### config.mk
export PLATFORM = sky130hd
export DESIGN_NAME = fpnew_hub_result_buffer
export DESIGN_NICKNAME = d
export VERILOG_FILES = /design/src/rtl/fpnew_pkg.sv /design/src/rtl/fpnew_hub_result_fifo.sv /design/src/rtl/fpnew_hub_result_buffer.sv
export SDC_FILE = /design/constraint.sdc
export NUM_CORES = 1
export LEC_CHECK = 0
export BUFFER_PORTS_ARGS = -buffer_cell sky130_fd_sc_hd__buf_2
export CAP_MARGIN = 20
export CORE_MARGIN = 3
export CORE_UTILIZATION = 25
export CTS_CLUSTER_DIAMETER = 50
export CTS_CLUSTER_SIZE = 8
export DETAILED_ROUTE_END_ITERATION = 10
export GPL_ROUTABILITY_DRIVEN = 0
export SLEW_MARGIN = 5
export SYNTH_ARGS = -nofsm -noshare
export SYNTH_HDL_FRONTEND = slang
export SYNTH_SLANG_ARGS = --single-unit
### constraint.sdc
create_clock -name clk_i -period 2.42 [get_ports clk_i]
set_input_delay 0.121 -clock clk_i [delete_from_list [all_inputs] [get_ports clk_i]]
set_output_delay 0.121 -clock clk_i [all_outputs]
set_load 0.03 [all_outputs]
### src/rtl/fpnew_pkg.sv
// Shared types for the HUB result buffer: FP status flags and the minimum legal queue depth.
package fpnew_pkg;

    typedef struct packed {
        logic NV;
        logic DZ;
        logic OF;
        logic UF;
        logic NX;
    } status_t;

    localparam int unsigned HUB_RESBUF_MIN_DEPTH = 1;

endpackage

### src/rtl/fpnew_hub_result_fifo.sv
// Generic synchronous FIFO with flush. A push while full is refused even if a pop happens
// in the same cycle, so readiness depends on registered occupancy only.
module fpnew_hub_result_fifo
    import fpnew_pkg::*;
#(
    parameter int unsigned DEPTH   = 2,
    parameter type         dtype_t = logic
) (
    input  logic                         clk_i,
    input  logic                         rst_ni,
    input  logic                         flush_i,
    input  logic                         push_i,
    input  dtype_t                       data_i,
    input  logic                         pop_i,
    output dtype_t                       data_o,
    output logic                         full_o,
    output logic                         empty_o,
    output logic [$clog2(DEPTH+1)-1:0]   usage_o
);

    localparam int unsigned PTR_W = (DEPTH > 1) ? $clog2(DEPTH) : 1;
    localparam int unsigned CNT_W = $clog2(DEPTH + 1);

    logic [PTR_W-1:0] wptr_q, wptr_d;
    logic [PTR_W-1:0] rptr_q, rptr_d;
    logic [CNT_W-1:0] cnt_q, cnt_d;
    dtype_t           mem_q [DEPTH];
    logic             push_ok, pop_ok;

    function automatic logic [PTR_W-1:0] ptr_inc(input logic [PTR_W-1:0] p);
        logic [PTR_W-1:0] r;
        if (p == PTR_W'(DEPTH - 1)) r = '0;
        else                        r = p + 1'b1;
        return r;
    endfunction

    assign full_o  = (cnt_q == CNT_W'(DEPTH));
    assign empty_o = (cnt_q == '0);
    assign usage_o = cnt_q;
    assign data_o  = mem_q[rptr_q];

    assign push_ok = push_i & ~full_o  & ~flush_i;
    assign pop_ok  = pop_i  & ~empty_o & ~flush_i;

    always_comb begin
        wptr_d = wptr_q;
        rptr_d = rptr_q;
        cnt_d  = cnt_q;
        if (flush_i) begin
            wptr_d = '0;
            rptr_d = '0;
            cnt_d  = '0;
        end else begin
            if (push_ok) wptr_d = ptr_inc(wptr_q);
            if (pop_ok)  rptr_d = ptr_inc(rptr_q);
            cnt_d = cnt_q + CNT_W'(push_ok) - CNT_W'(pop_ok);
        end
    end

    always_ff @(posedge clk_i or negedge rst_ni) begin
        if (!rst_ni) begin
            wptr_q <= '0;
            rptr_q <= '0;
            cnt_q  <= '0;
        end else begin
            wptr_q <= wptr_d;
            rptr_q <= rptr_d;
            cnt_q  <= cnt_d;
        end
    end

    // Storage is cleared on reset so the head reads '0 before anything is written.
    always_ff @(posedge clk_i or negedge rst_ni) begin
        if (!rst_ni) begin
            for (int i = 0; i < int'(DEPTH); i++) mem_q[i] <= '0;
        end else if (push_ok) begin
            mem_q[wptr_q] <= data_i;
        end
    end

endmodule

### src/rtl/fpnew_hub_result_buffer.sv
// Records issued tags in order and re-pairs them with in-order HUB slice results.
// Optional combinational bypass when the result FIFO is empty: FPNEW_HUB_RESBUF_BYPASS_EN.
module fpnew_hub_result_buffer
    import fpnew_pkg::*;
#(
    parameter int unsigned Width    = 32,
    parameter int unsigned TagDepth = 4,
    parameter int unsigned ResDepth = 2,
    parameter type         TagType  = logic
) (
    input  logic             clk_i,
    input  logic             rst_ni,
    input  logic             flush_i,
    input  logic             in_valid_i,
    output logic             in_ready_o,
    input  TagType           tag_i,
    output logic             slice_in_valid_o,
    input  logic             slice_in_ready_i,
    input  logic [Width-1:0] slice_result_i,
    input  status_t          slice_status_i,
    input  logic             slice_ext_bit_i,
    input  logic             slice_out_valid_i,
    output logic             slice_out_ready_o,
    output logic [Width-1:0] result_o,
    output status_t          status_o,
    output logic             extension_bit_o,
    output TagType           tag_o,
    output logic             out_valid_o,
    input  logic             out_ready_i,
    output logic             busy_o,
    output logic             tag_err_o
);

    typedef struct packed {
        logic [Width-1:0] result;
        status_t          status;
        logic             ext_bit;
    } res_entry_t;

    logic                          tag_full, tag_empty, tag_push, tag_pop;
    logic                          res_full, res_empty, res_push, res_pop;
    logic [$clog2(TagDepth+1)-1:0] tag_used;
    logic [$clog2(ResDepth+1)-1:0] res_used;
    TagType                        tag_head;
    res_entry_t                    res_in, res_head;
    logic                          capture, tag_avail, byp_take, pop;
    logic                          tag_err_q, tag_err_d;

    assign in_ready_o        = slice_in_ready_i & ~tag_full;
    assign slice_in_valid_o  = in_valid_i & ~tag_full;
    assign tag_push          = in_valid_i & in_ready_o;
    assign slice_out_ready_o = ~res_full;
    assign capture           = slice_out_valid_i & slice_out_ready_o;

    // A result needs a tag not already claimed by a queued result; res_used <= tag_used always holds.
    assign tag_avail = (32'(tag_used) > 32'(res_used));

    assign res_in = '{result: slice_result_i, status: slice_status_i, ext_bit: slice_ext_bit_i};

    always_comb begin
        byp_take        = 1'b0;
        out_valid_o     = ~res_empty;
        result_o        = res_head.result;
        status_o        = res_head.status;
        extension_bit_o = res_head.ext_bit;
`ifdef FPNEW_HUB_RESBUF_BYPASS_EN
        if (res_empty && !tag_empty) begin
            out_valid_o     = slice_out_valid_i;
            result_o        = slice_result_i;
            status_o        = slice_status_i;
            extension_bit_o = slice_ext_bit_i;
            byp_take        = slice_out_valid_i & out_ready_i;
        end
`endif
    end

    assign pop      = out_valid_o & out_ready_i;
    assign tag_pop  = pop;
    assign res_pop  = pop & ~byp_take;
    assign res_push = capture & tag_avail & ~byp_take;
    assign tag_o    = tag_head;
    assign busy_o   = ~tag_empty | ~res_empty;

    always_comb begin
        tag_err_d = tag_err_q;
        if (flush_i)                   tag_err_d = 1'b0;
        else if (capture && !tag_avail) tag_err_d = 1'b1;
    end

    always_ff @(posedge clk_i or negedge rst_ni) begin
        if (!rst_ni) tag_err_q <= 1'b0;
        else         tag_err_q <= tag_err_d;
    end

    assign tag_err_o = tag_err_q;

    fpnew_hub_result_fifo #(
        .DEPTH   (TagDepth),
        .dtype_t (TagType)
    ) i_tag_fifo (
        .clk_i   (clk_i),
        .rst_ni  (rst_ni),
        .flush_i (flush_i),
        .push_i  (tag_push),
        .data_i  (tag_i),
        .pop_i   (tag_pop),
        .data_o  (tag_head),
        .full_o  (tag_full),
        .empty_o (tag_empty),
        .usage_o (tag_used)
    );

    fpnew_hub_result_fifo #(
        .DEPTH   (ResDepth),
        .dtype_t (res_entry_t)
    ) i_res_fifo (
        .clk_i   (clk_i),
        .rst_ni  (rst_ni),
        .flush_i (flush_i),
        .push_i  (res_push),
        .data_i  (res_in),
        .pop_i   (res_pop),
        .data_o  (res_head),
        .full_o  (res_full),
        .empty_o (res_empty),
        .usage_o (res_used)
    );

endmodule

* Word level (Yosys, flattened, before mapping)
Index checks and enable logic that the tools add are counted.
Operators by class: add/subtract/negate cells 8, equality and inequality tests 4, muxes and demuxes 28, divide/modulo/power cells 0, multiply operators 0, order comparisons 7, reductions and logical operators 11, shift-type cells 0, bitwise operators 24
Operator list (number):
- $mux 38 | 4
- $bwmux 76 | 1
- $demux 38 s1 | 1
- $and 1x1->1 | 14
- $mux 2 | 7
- $mux 1 | 11
- $reduce_bool 2->1 | 5
- $eq 2x2->1 const B | 3
- $ge 3x3->1 const B | 2
- $not 2->3 | 2
- $not 1->1 | 5
- $add 2x1->2 const B | 2
- $bwmux 4 | 1
- $ge 2x2->1 const B | 2
- $not 1->2 | 2
- $add 3x1->3 | 1
- $eq 3x3->1 const B | 1
- $gt 3x2->1 | 1
- $logic_and 1x1->1 | 3
- $logic_not 3->1 | 1
- $lt 3x1->1 const B | 1
- $mux 3 | 1
- $sub 3x1->3 | 1
- $add 1x1->1 const B | 2
- other kinds (8) | 8
Storage, ports and cells: memories kept 0, memory bits (read-only) 0, memory bits (writable) 0, register bits 92, latch bits 0, word-level logic and storage cells 107, output and inout bits 45, input port bits 46

* Logic depth before layout (Yosys ltp)
Gate-level depths: netlist (run 1).
word-level depth 9, depth in mapped cells 10, depth with buffers taken out 10

* Modules after synthesis
A second synthesis (run 1) with hierarchy kept.
Second synthesis, totals: cell total of the unflattened synthesis 302, area, all modules 4366.7 um^2
By module, submodules not included:
- fpnew_hub_result_fifo at i_res_fifo | seq. area each 2001.9 um^2, instances 1, cells an instance 227, area each 3578.4 um^2
- fpnew_hub_result_fifo at i_tag_fifo | seq. area each 275.3 um^2, instances 1, cells an instance 56, area each 634.4 um^2
- fpnew_hub_result_buffer | seq. area each 25.0 um^2, instances 1, cells an instance 19, area each 153.9 um^2

* Worst setup path after synthesis (run 1)
OpenSTA, ideal clock, no wires.
path kind reg2reg, from reg i_tag_fifo.cnt_q[2], in the netlist i_tag_fifo.usage_o[2], to reg i_tag_fifo.cnt_q[2], in the netlist i_tag_fifo.usage_o[2], stages on the path, launching flop included 11, data required time 2.288 ns, path buffers 0, library setup time 0.132 ns, arrival 2.031 ns, path slack 0.258 ns, path through dfrtp_1 nor3_1 nor3_1 ha_1 inv_1 ha_1 inv_1 fa_1 xnor2_1 xnor2_1 nor2_1
Between the ends: cells in the longest elaborated chain, start to end 9, elaborated cells between the ends (all ways) 13, those cells by class 2 x add/sub; 1 x eq/ne; 1 x mux; 8 x bitwise; 1 x reduce/logical
Ends and longest elaborated chain:
- start, declared | RTL line fpnew_hub_result_fifo.sv:26 | logic [CNT_W-1:0] cnt_q, cnt_d;
- start signal, assigned | RTL line fpnew_hub_result_fifo.sv:68 | cnt_q <= cnt_d;
- $eq 3x3->1 | RTL line fpnew_hub_result_fifo.sv:37 | assign full_o = (cnt_q == CNT_W'(DEPTH));
- $not 1->1 | RTL line fpnew_hub_result_fifo.sv:42, fpnew_hub_result_buffer.sv:49
- $and 1x1->1 | RTL line fpnew_hub_result_buffer.sv:49 | assign in_ready_o = slice_in_ready_i & ~tag_full;
- $and 1x1->1 | RTL line fpnew_hub_result_buffer.sv:51 | assign tag_push = in_valid_i & in_ready_o;
- $and 1x1->1 (2 in series) | RTL line fpnew_hub_result_fifo.sv:42 | assign push_ok = push_i & ~full_o & ~flush_i;
- $add 3x1->3 | RTL line fpnew_hub_result_fifo.sv:56 | cnt_d = cnt_q + CNT_W'(push_ok) - CNT_W'(pop_ok);
- $sub 3x1->3 * | RTL line fpnew_hub_result_fifo.sv:56
- $mux 3 * | RTL line fpnew_hub_result_fifo.sv:49 | if (flush_i) begin
- named net i_tag_fifo.cnt_d[2] | RTL line fpnew_hub_result_fifo.sv:26
The timed path passes the listed nets; every way through them passes the cells marked *. A chain may end at the register's enable or synchronous reset.

* Final worst setup path (run 1)
from reg i_tag_fifo.cnt_q[1], in the netlist i_tag_fifo.usage_o[1], to reg i_res_fifo.mem_q[10] (netlist bit)
Between the ends: cells in the longest elaborated chain, start to end 4
Ends and longest elaborated chain:
- $gt 3x2->1 | RTL line fpnew_hub_result_buffer.sv:56 | assign tag_avail = (32'(tag_used) > 32'(res_used));
- $and 1x1->1 | RTL line fpnew_hub_result_buffer.sv:80 | assign res_push = capture & tag_avail & ~byp_take;
- $and 1x1->1 (2 in series) | RTL line fpnew_hub_result_fifo.sv:42
- end signal, assigned by index | RTL line fpnew_hub_result_fifo.sv:77 | mem_q[wptr_q] <= data_i;
- end, declared | RTL line fpnew_hub_result_fifo.sv:27 | dtype_t mem_q [DEPTH];
Every way passes these cells.

==> results.md, run 1 <==
* Post-synthesis sequential area ratio at 0.539
* CTS tree: done
* Largest family of logic cells by synthesized area: multiplexers
* Synth Area in Compound Gates at 0.0132
* YS warnings at 0
* Starting Density at 0.257
* Clock slew at reported path FFs at 0.06 ns
* CP Data Arrival Time at 2.47 ns
* Ports at 91
* RSZ-0062 raised after global routing: no
* Die area at 18700 um^2
* Die W at 137 um
* Outcome: complete, no violations
* WP data required at 2.65 ns
* Max-slew headroom at 0.539
* Area leader, netlist: dfrtp_1
* Syn Nets at 357
* Port Buffer Count at 90
* Buf/Inv on CP at 1
* Wirelength, routed at 9000 um
* Slew @ Worst Pin at 0.691 ns
* WL/cell at 14.2 um
* Worst setup SP type: flop
* Area contributors post-synth: dfrtp_1 (54%), mux2_2 (26%), mux2_1 (5.3%)
* Avg Inst Size Synth at 14.3 um^2
* Post-synthesis simple-gate area fraction at 0.0480
* First-pass GRT wire length at 14100 um
* Area delta synth->final at 29.0%
* Detail Placement HPWL at 6210 um
* Net count, final at 467
* Later-pin clock latency in the skew report at 0.34 ns
* Via count at 2681
* P_leak at 2.61 nW
* Worst reg2reg setup slack at 0.18 ns
* Yosys top cell area share at 0.539
* Top FF cell, synth: dfrtp_1
* Final min period at 2.24 ns
* Die height at 137 um
* Highest ir drop seen on vdd at 0.472 mV
* Max Cap Viol at 0
* Crit end category: flop
* Clock Skew at 0.00471 ns
* Core area at 16600 um^2
* Largest net degree at the start of global routing at 51
* Async set-or-reset flop fraction in the synthesized netlist at 1.00
* Core Rows at 47
* Top-count cell post-synth: mux2_2
* Mux share of post-synthesis cell area at 0.319
* Yosys cell types at 34
* Crit path cell chain: ha_1, nand2b_1, a32o_1, nor4b_4, buf_12, mux2_2
* Crit path max-delay family: flip-flops
* Worst Path Max Fanout at 38
* Critical-path top delay cell: dfrtp_1
* Pre-antenna DRT Iters at 4
* Leading cell types by count after synthesis: mux2_2 (98), dfrtp_1 (92), mux2_1 (20), ha_1 (11), nor2_1 (11)
* Ant diodes at 0
* Iter 0 DRT Violations at 88
* Final Core Density at 0.331
* Setup violators final at 0
* Mapped Area at 4270 um^2
* PD cells at 1200 nW/um^2
* Hold Crit Class: in -> reg
* Crit Path Class: reg -> reg
* Post-synth EDFFs at 0
* Share of cells above drive strength 1 at 0.524
* Fmax at 0.447 GHz
* FF+latch count, synth at 92
* Clock root cell: clkbuf_16
* Synth Area in Adders at 0.0369
* Filler cell count at 1634
* DRC Markers at 0
* Xor/xnor cell area share of the yosys netlist at 0.0103
* Total Routing Usage GR at 0.0983
* Final Max Slew Viols at 0
* Routed Antenna Nets at 0
* Largest stage delay, worst path at 0.46 ns
* Initial antenna violation count at 0
* Period utilization at 0.925
* Grt ovf at 0
* Clk sinks at 92
* CTS HTree Levels at 3
* Vias in the first global route at 2878
* Maximum root-to-sink buffer count at 2
* Vias per inst at 4.23
* Hold Violations, Final at 0
* Mapped Cells at 299
* Post-route setup TNS at 0 ns
* CTS Buf Count at 9
## metrics by stage
stage          area (um^2)  instances  power, mW  setup WS, ns  hold WS (ns)
2_1_floorplan         4270        299       4.38         0.258        -0.175
3_3_place_gp          5000        602       5.03         0.237         0.153
3_5_place_dp          5000        602       5.13         0.177         0.167
4_1_cts               5500        634       6.76         0.171      0.000428
5_1_grt               5510        634       7.04        0.0582       0.00668
6_report              5510        634       6.64         0.182        0.0209
## what timing repair did
| item | CTS | global route |
|---|---|---|
| endpoints found under the setup margin | 0 | 1 |
| buffers inserted | 0 | 0 |
| endpoints found under the hold margin | 57 | 0 |
| hold buffers | 16 | 0 |
| gates resized for setup | 0 | 1 |
## registers in the layout, indices dropped and copies added (netlist names)
name and count:
i_res_fifo.mem_q 76, i_tag_fifo.mem_q 4, i_tag_fifo.usage_o 3, i_res_fifo.usage_o 2, i_tag_fifo.rptr_q 2, i_tag_fifo.wptr_q 2
i_res_fifo.rptr_q 1, i_res_fifo.wptr_q 1, tag_err_o 1
## report_power, final
part	switching (mW)	internal, mW	leakage (nW)	total, mW
clock network	0.574	0.986	0.169	1.56
registers	0.285	2.10	1.19	2.39
logic	1.51	1.18	1.25	2.69
## kinds of logic after synthesis
| family | after synthesis |
|---|---|
| AOI/OAI and AO/OA | 10 |
| muxes | 120 |
| DFF | 92 |
| adders and majority gates | 12 |
| xor gates and xnor gates | 5 |
| and+or+nand+nor | 36 |
| buffers and inverters | 24 |
## final timing paths
check                                      start                    to  depth (start not counted)
min reg2reg                 i_res_fifo.mem_q[36]  i_res_fifo.mem_q[36]                          1
min                           slice_result_i[15]  i_res_fifo.mem_q[21]                          2
max in group asynchronous                 rst_ni  i_res_fifo.mem_q[64]                          3
max reg2reg                i_tag_fifo.usage_o[1]  i_res_fifo.mem_q[10]                          6
max                        i_tag_fifo.usage_o[1]  i_res_fifo.mem_q[10]                          6
min in group asynchronous                 rst_ni  i_res_fifo.mem_q[45]                          2
## cell type report
class	count	area, um^2	share of cell area
well taps	220	275	0.0500
flip-flops and latches	92	2300	0.418
multi-input cells	183	1840	0.334
inverters	10	37.5	0.00681
clock buffers	12	267	0.0484
repair buffers	113	716	0.130
clock inverters	4	70.1	0.0127
## layer usage
metal / GRT usage / up-vias / part of all wire / routed length (um)
li1: - / 1272 / - / -
met1: 0.117 / 1338 / 0.45 / 4020
met2: 0.162 / 60 / 0.48 / 4340
met3: 0.0294 / 11 / 0.053 / 480
met4: 0.0470 / 0 / 0.018 / 158
met5: 0 / - / 0 / 0
## placed cells by master (no fill, tap or decap), types with 2 or more instances in the layout
cell type      count
nor4b_4            2
nor2_1            11
nand2_1            9
dfrtp_1           91
a21oi_1            4
buf_4              4
buf_2             89
xnor2_1            4
clkbuf_8           3
bufinv_16          2
nand2b_1           2
or3_1              2
inv_1              9
o21ai_0            3
buf_12             4
ha_1              11
nor3_1             3
clkbuf_16          9
nor2b_1            3
dlygate4sd3_1     16
mux2_2            98
mux2_1            20
clkinv_2           2
No activity file was read; power rests on OpenSTA's default activity.
==> run 2, diff against run 1 <==
--- a/config.mk
+++ b/config.mk
@@ -5,6 +5,7 @@
 export SDC_FILE = /design/constraint.sdc
 export NUM_CORES = 1
 export LEC_CHECK = 0
+export ABC_AREA = 1
 export BUFFER_PORTS_ARGS = -buffer_cell sky130_fd_sc_hd__buf_2
 export CAP_MARGIN = 20
 export CORE_MARGIN = 3
@@ -13,6 +14,7 @@
 export CTS_CLUSTER_SIZE = 8
 export DETAILED_ROUTE_END_ITERATION = 10
 export GPL_ROUTABILITY_DRIVEN = 0
+export PLACE_DENSITY_LB_ADDON = 0.1
 export SLEW_MARGIN = 5
 export SYNTH_ARGS = -nofsm -noshare
 export SYNTH_HDL_FRONTEND = slang
==> run 2 against run 1 <==
Synthesized area rose by 4.0%. Sequential share of layout area rose by 0.53 points. Clock-buffer cell count up 1. Power is 1.9% lower. Sequential cell count did not move. Largest power group unchanged. Clock skew increased by 0.0015 ns. Via count increased by 40%. Combinational power up 1%.
==> results.md, run 2 <==
* Routed Antenna Nets at 0
* Gate power share at 0.419
* Ports at 91
* First-pass GRT wire length at 19800 um
* Starting Density at 0.256
* Core area at 17400 um^2
* Largest register by flop count: i_res_fifo.mem_q
* Highest ir drop seen on vdd at 0.446 mV
* Later-pin clock latency in the skew report at 0.35 ns
* Hold Startpoint: slice_result_i[31]
* Top-count cell post-synth: nand2_1
* Maximum root-to-sink buffer count at 2
* Post-route setup TNS at 0 ns
* Period utilization at 0.897
* FF+latch count, synth at 92
* Largest net degree at the start of global routing at 93
* Post-synth EDFFs at 0
* Pre-antenna DRT Iters at 4
* Avg Inst Size Synth at 7.75 um^2
* Detail Placement HPWL at 7790 um
* PD cells at 1200 nW/um^2
* Worst Path Max Fanout at 4
* Post-CTS Setup Inserts at 0
* Max-slew headroom at 0.628
* Leading cell types by count after synthesis: nand2_1 (248), dfrtp_1 (92), inv_1 (61), nand3_1 (50), o21ai_1 (32)
* Core Rows at 48
* RSZ-0062 raised after global routing: no
* Synth Area in Adders at 0.0355
* Die area at 19400 um^2
* WL/cell at 13.4 um
* Vias per inst at 4.22
* Worst setup SP type: flop
* Wirelength, routed at 11800 um
* Vias in the first global route at 3762
* CTS HTree Levels at 3
* Filler cell count at 1892
* Hold path depth at 3
* Reg2Reg Capture Point: i_tag_fifo.usage_o[2]
* Ant diodes at 0
* Total Routing Usage GR at 0.127
* WP data required at 2.65 ns
* CTS tree: done
* Post-synthesis sequential area ratio at 0.518
* Area delta synth->final at 22.4%
* Setup violators final at 0
* Final Max Slew Viols at 0
* Synth Area in Compound Gates at 0.0698
* Switching Share at 0.427
* Post-synthesis simple-gate area fraction at 0.284
* Outcome: complete, no violations
* Grt ovf at 0
* Port Buffer Count at 90
* Yosys cell types at 22
* Mapped Area at 4440 um^2
* Top FF cell, synth: dfrtp_1
* Seq pwr share at 0.366
* Syn Nets at 631
* Most frequent cells in the layout: nand2_1 (247), dfrtp_1 (92), buf_2 (89)
* Share of cells above drive strength 1 at 0.185
* Hold-critical path endpoint: i_res_fifo.mem_q[37]
* Clk sinks at 92
* Initial antenna violation count at 0
* Mux share of post-synthesis cell area at 0
* CP Data Arrival Time at 2.41 ns
* Worst reg2reg setup slack at 0.25 ns
* Xor/xnor cell area share of the yosys netlist at 0.00394
* CTS resizes at 0
* Final min period at 2.17 ns
* Mapped Cells at 573
* Hold Violations, Final at 0
* Internal power at 3.73 mW
* Fin area at 5440 um^2
* Slew @ Worst Pin at 0.557 ns
* Clock slew at reported path FFs at 0.06 ns
* Max Cap Viol at 0
* Net count, final at 715
* Largest family of logic cells by synthesized area: simple AND/OR/NAND/NOR gates
* Crit end category: flop
* Worst Reg-to-Reg Cells at 13
* Max reg flops at 76
* Clock Skew at 0.00622 ns
* Area leader, netlist: dfrtp_1
* # hold bufs at CTS at 1
* Async set-or-reset flop fraction in the synthesized netlist at 1.00
* CTS Buf Count at 9
* DRC Markers at 0
* Sw power at 2.78 mW
* Area contributors post-synth: dfrtp_1 (52%), nand2_1 (21%), nand3_1 (5.6%)
* Die W at 139 um
* Fmax at 0.461 GHz
* Via count at 3742
* FF-to-FF Start: i_res_fifo.usage_o[1]
* Commonest non-fill, non-tap cell in the layout: nand2_1
* Overall Power at 6.51 mW
* Crit Path Class: reg -> reg
* Area of placed instances at 5140 um^2
* Yosys top cell area share at 0.518
* Die height at 139 um
* Clock root cell: clkbuf_16
* YS warnings at 0
* Clock share of power at 0.216
* P_leak at 2.97 nW
* Hold Crit Class: in -> reg
* Iter 0 DRT Violations at 206
[run 2: cell count changes after synthesis, sizes merged, moves of 3 or more]
cell / before / now
clkbuf: 4 / 14
nand2: 9 / 248
inv: 10 / 65
nor3: 3 / 0
nor2b: 3 / 0
nand3: 1 / 51
buf: 10 / 15
mux2: 118 / 0
xnor2: 4 / 0
o21ai: 4 / 53
[run 2: how the worst max path moves through the flow]
stage                                        to  slack [ns]                   from
final                     i_tag_fifo.usage_o[2]        0.25  i_res_fifo.usage_o[1]
after global routing      i_tag_fifo.usage_o[2]        0.04  i_res_fifo.usage_o[1]
after CTS                 i_tag_fifo.usage_o[2]        0.24  i_res_fifo.usage_o[1]
after floorplan           i_tag_fifo.usage_o[2]        0.17  i_res_fifo.usage_o[1]
after detailed placement  i_tag_fifo.usage_o[2]        0.26  i_res_fifo.usage_o[1]
after global placement    i_tag_fifo.usage_o[2]        0.31  i_res_fifo.usage_o[1]
[run 2: metal layers]
layer,global-route usage,wire (um)
met1,0.162,5530
met2,0.211,5650
met3,0.0299,463
met4,0.0479,212
met5,0,0
[run 2: logic make-up after synthesis]
| kind of cell | after synthesis |
|---|---|
| simple gates | 314 |
| xor+xnor | 2 |
| flops | 92 |
| compound gates | 59 |
| fa+ha+maj | 12 |
| buf+inv | 94 |
[run 2: final cells by class]
type                       count  area [um^2]  area share
sequential                    92         2300       0.423
tap                          225          282      0.0518
multi-input combinational    387         1760       0.323
inverter                      65          244      0.0449
clock buffer                  13          250      0.0460
clock inverter                 2         35.0     0.00644
timing repair buffer         102          571       0.105
[run 2: metrics by stage]
step | setup slack [ns] | hold WS, ns | cells | utilization
6_report | 0.249 | 0.0184 | 886 | 0.313
2_1_floorplan | 0.170 | -0.175 | 573 | -
3_3_place_gp | 0.312 | 0.227 | 870 | 0.296
4_1_cts | 0.235 | 0.00496 | 886 | 0.313
5_1_grt | 0.0417 | 0.0173 | 886 | 0.313
3_5_place_dp | 0.260 | 0.223 | 870 | 0.296
[run 2: worst max-delay path, cell delays in order, from the launching register on]
cell and delay [ns]:
dfrtp_1 0.44, inv_1 0.11, nand2_1 0.08, nand2_1 0.10, nor2_2 0.12, nand2_1 0.07, inv_2 0.07, ha_1 0.22
inv_1 0.06, ha_1 0.13, inv_1 0.05, fa_1 0.37, o21ai_0 0.18, a21oi_1 0.05
[run 2: power by group through the flow]
stage,combinational [mW],clock (mW),sequential (mW)
final,2.73,1.41,2.38
after global routing,3.06,1.52,2.45
after CTS,2.79,1.47,2.38
after detailed placement,2.79,0,2.41
after global placement,2.76,0,2.39
after floorplan,1.97,0,2.34
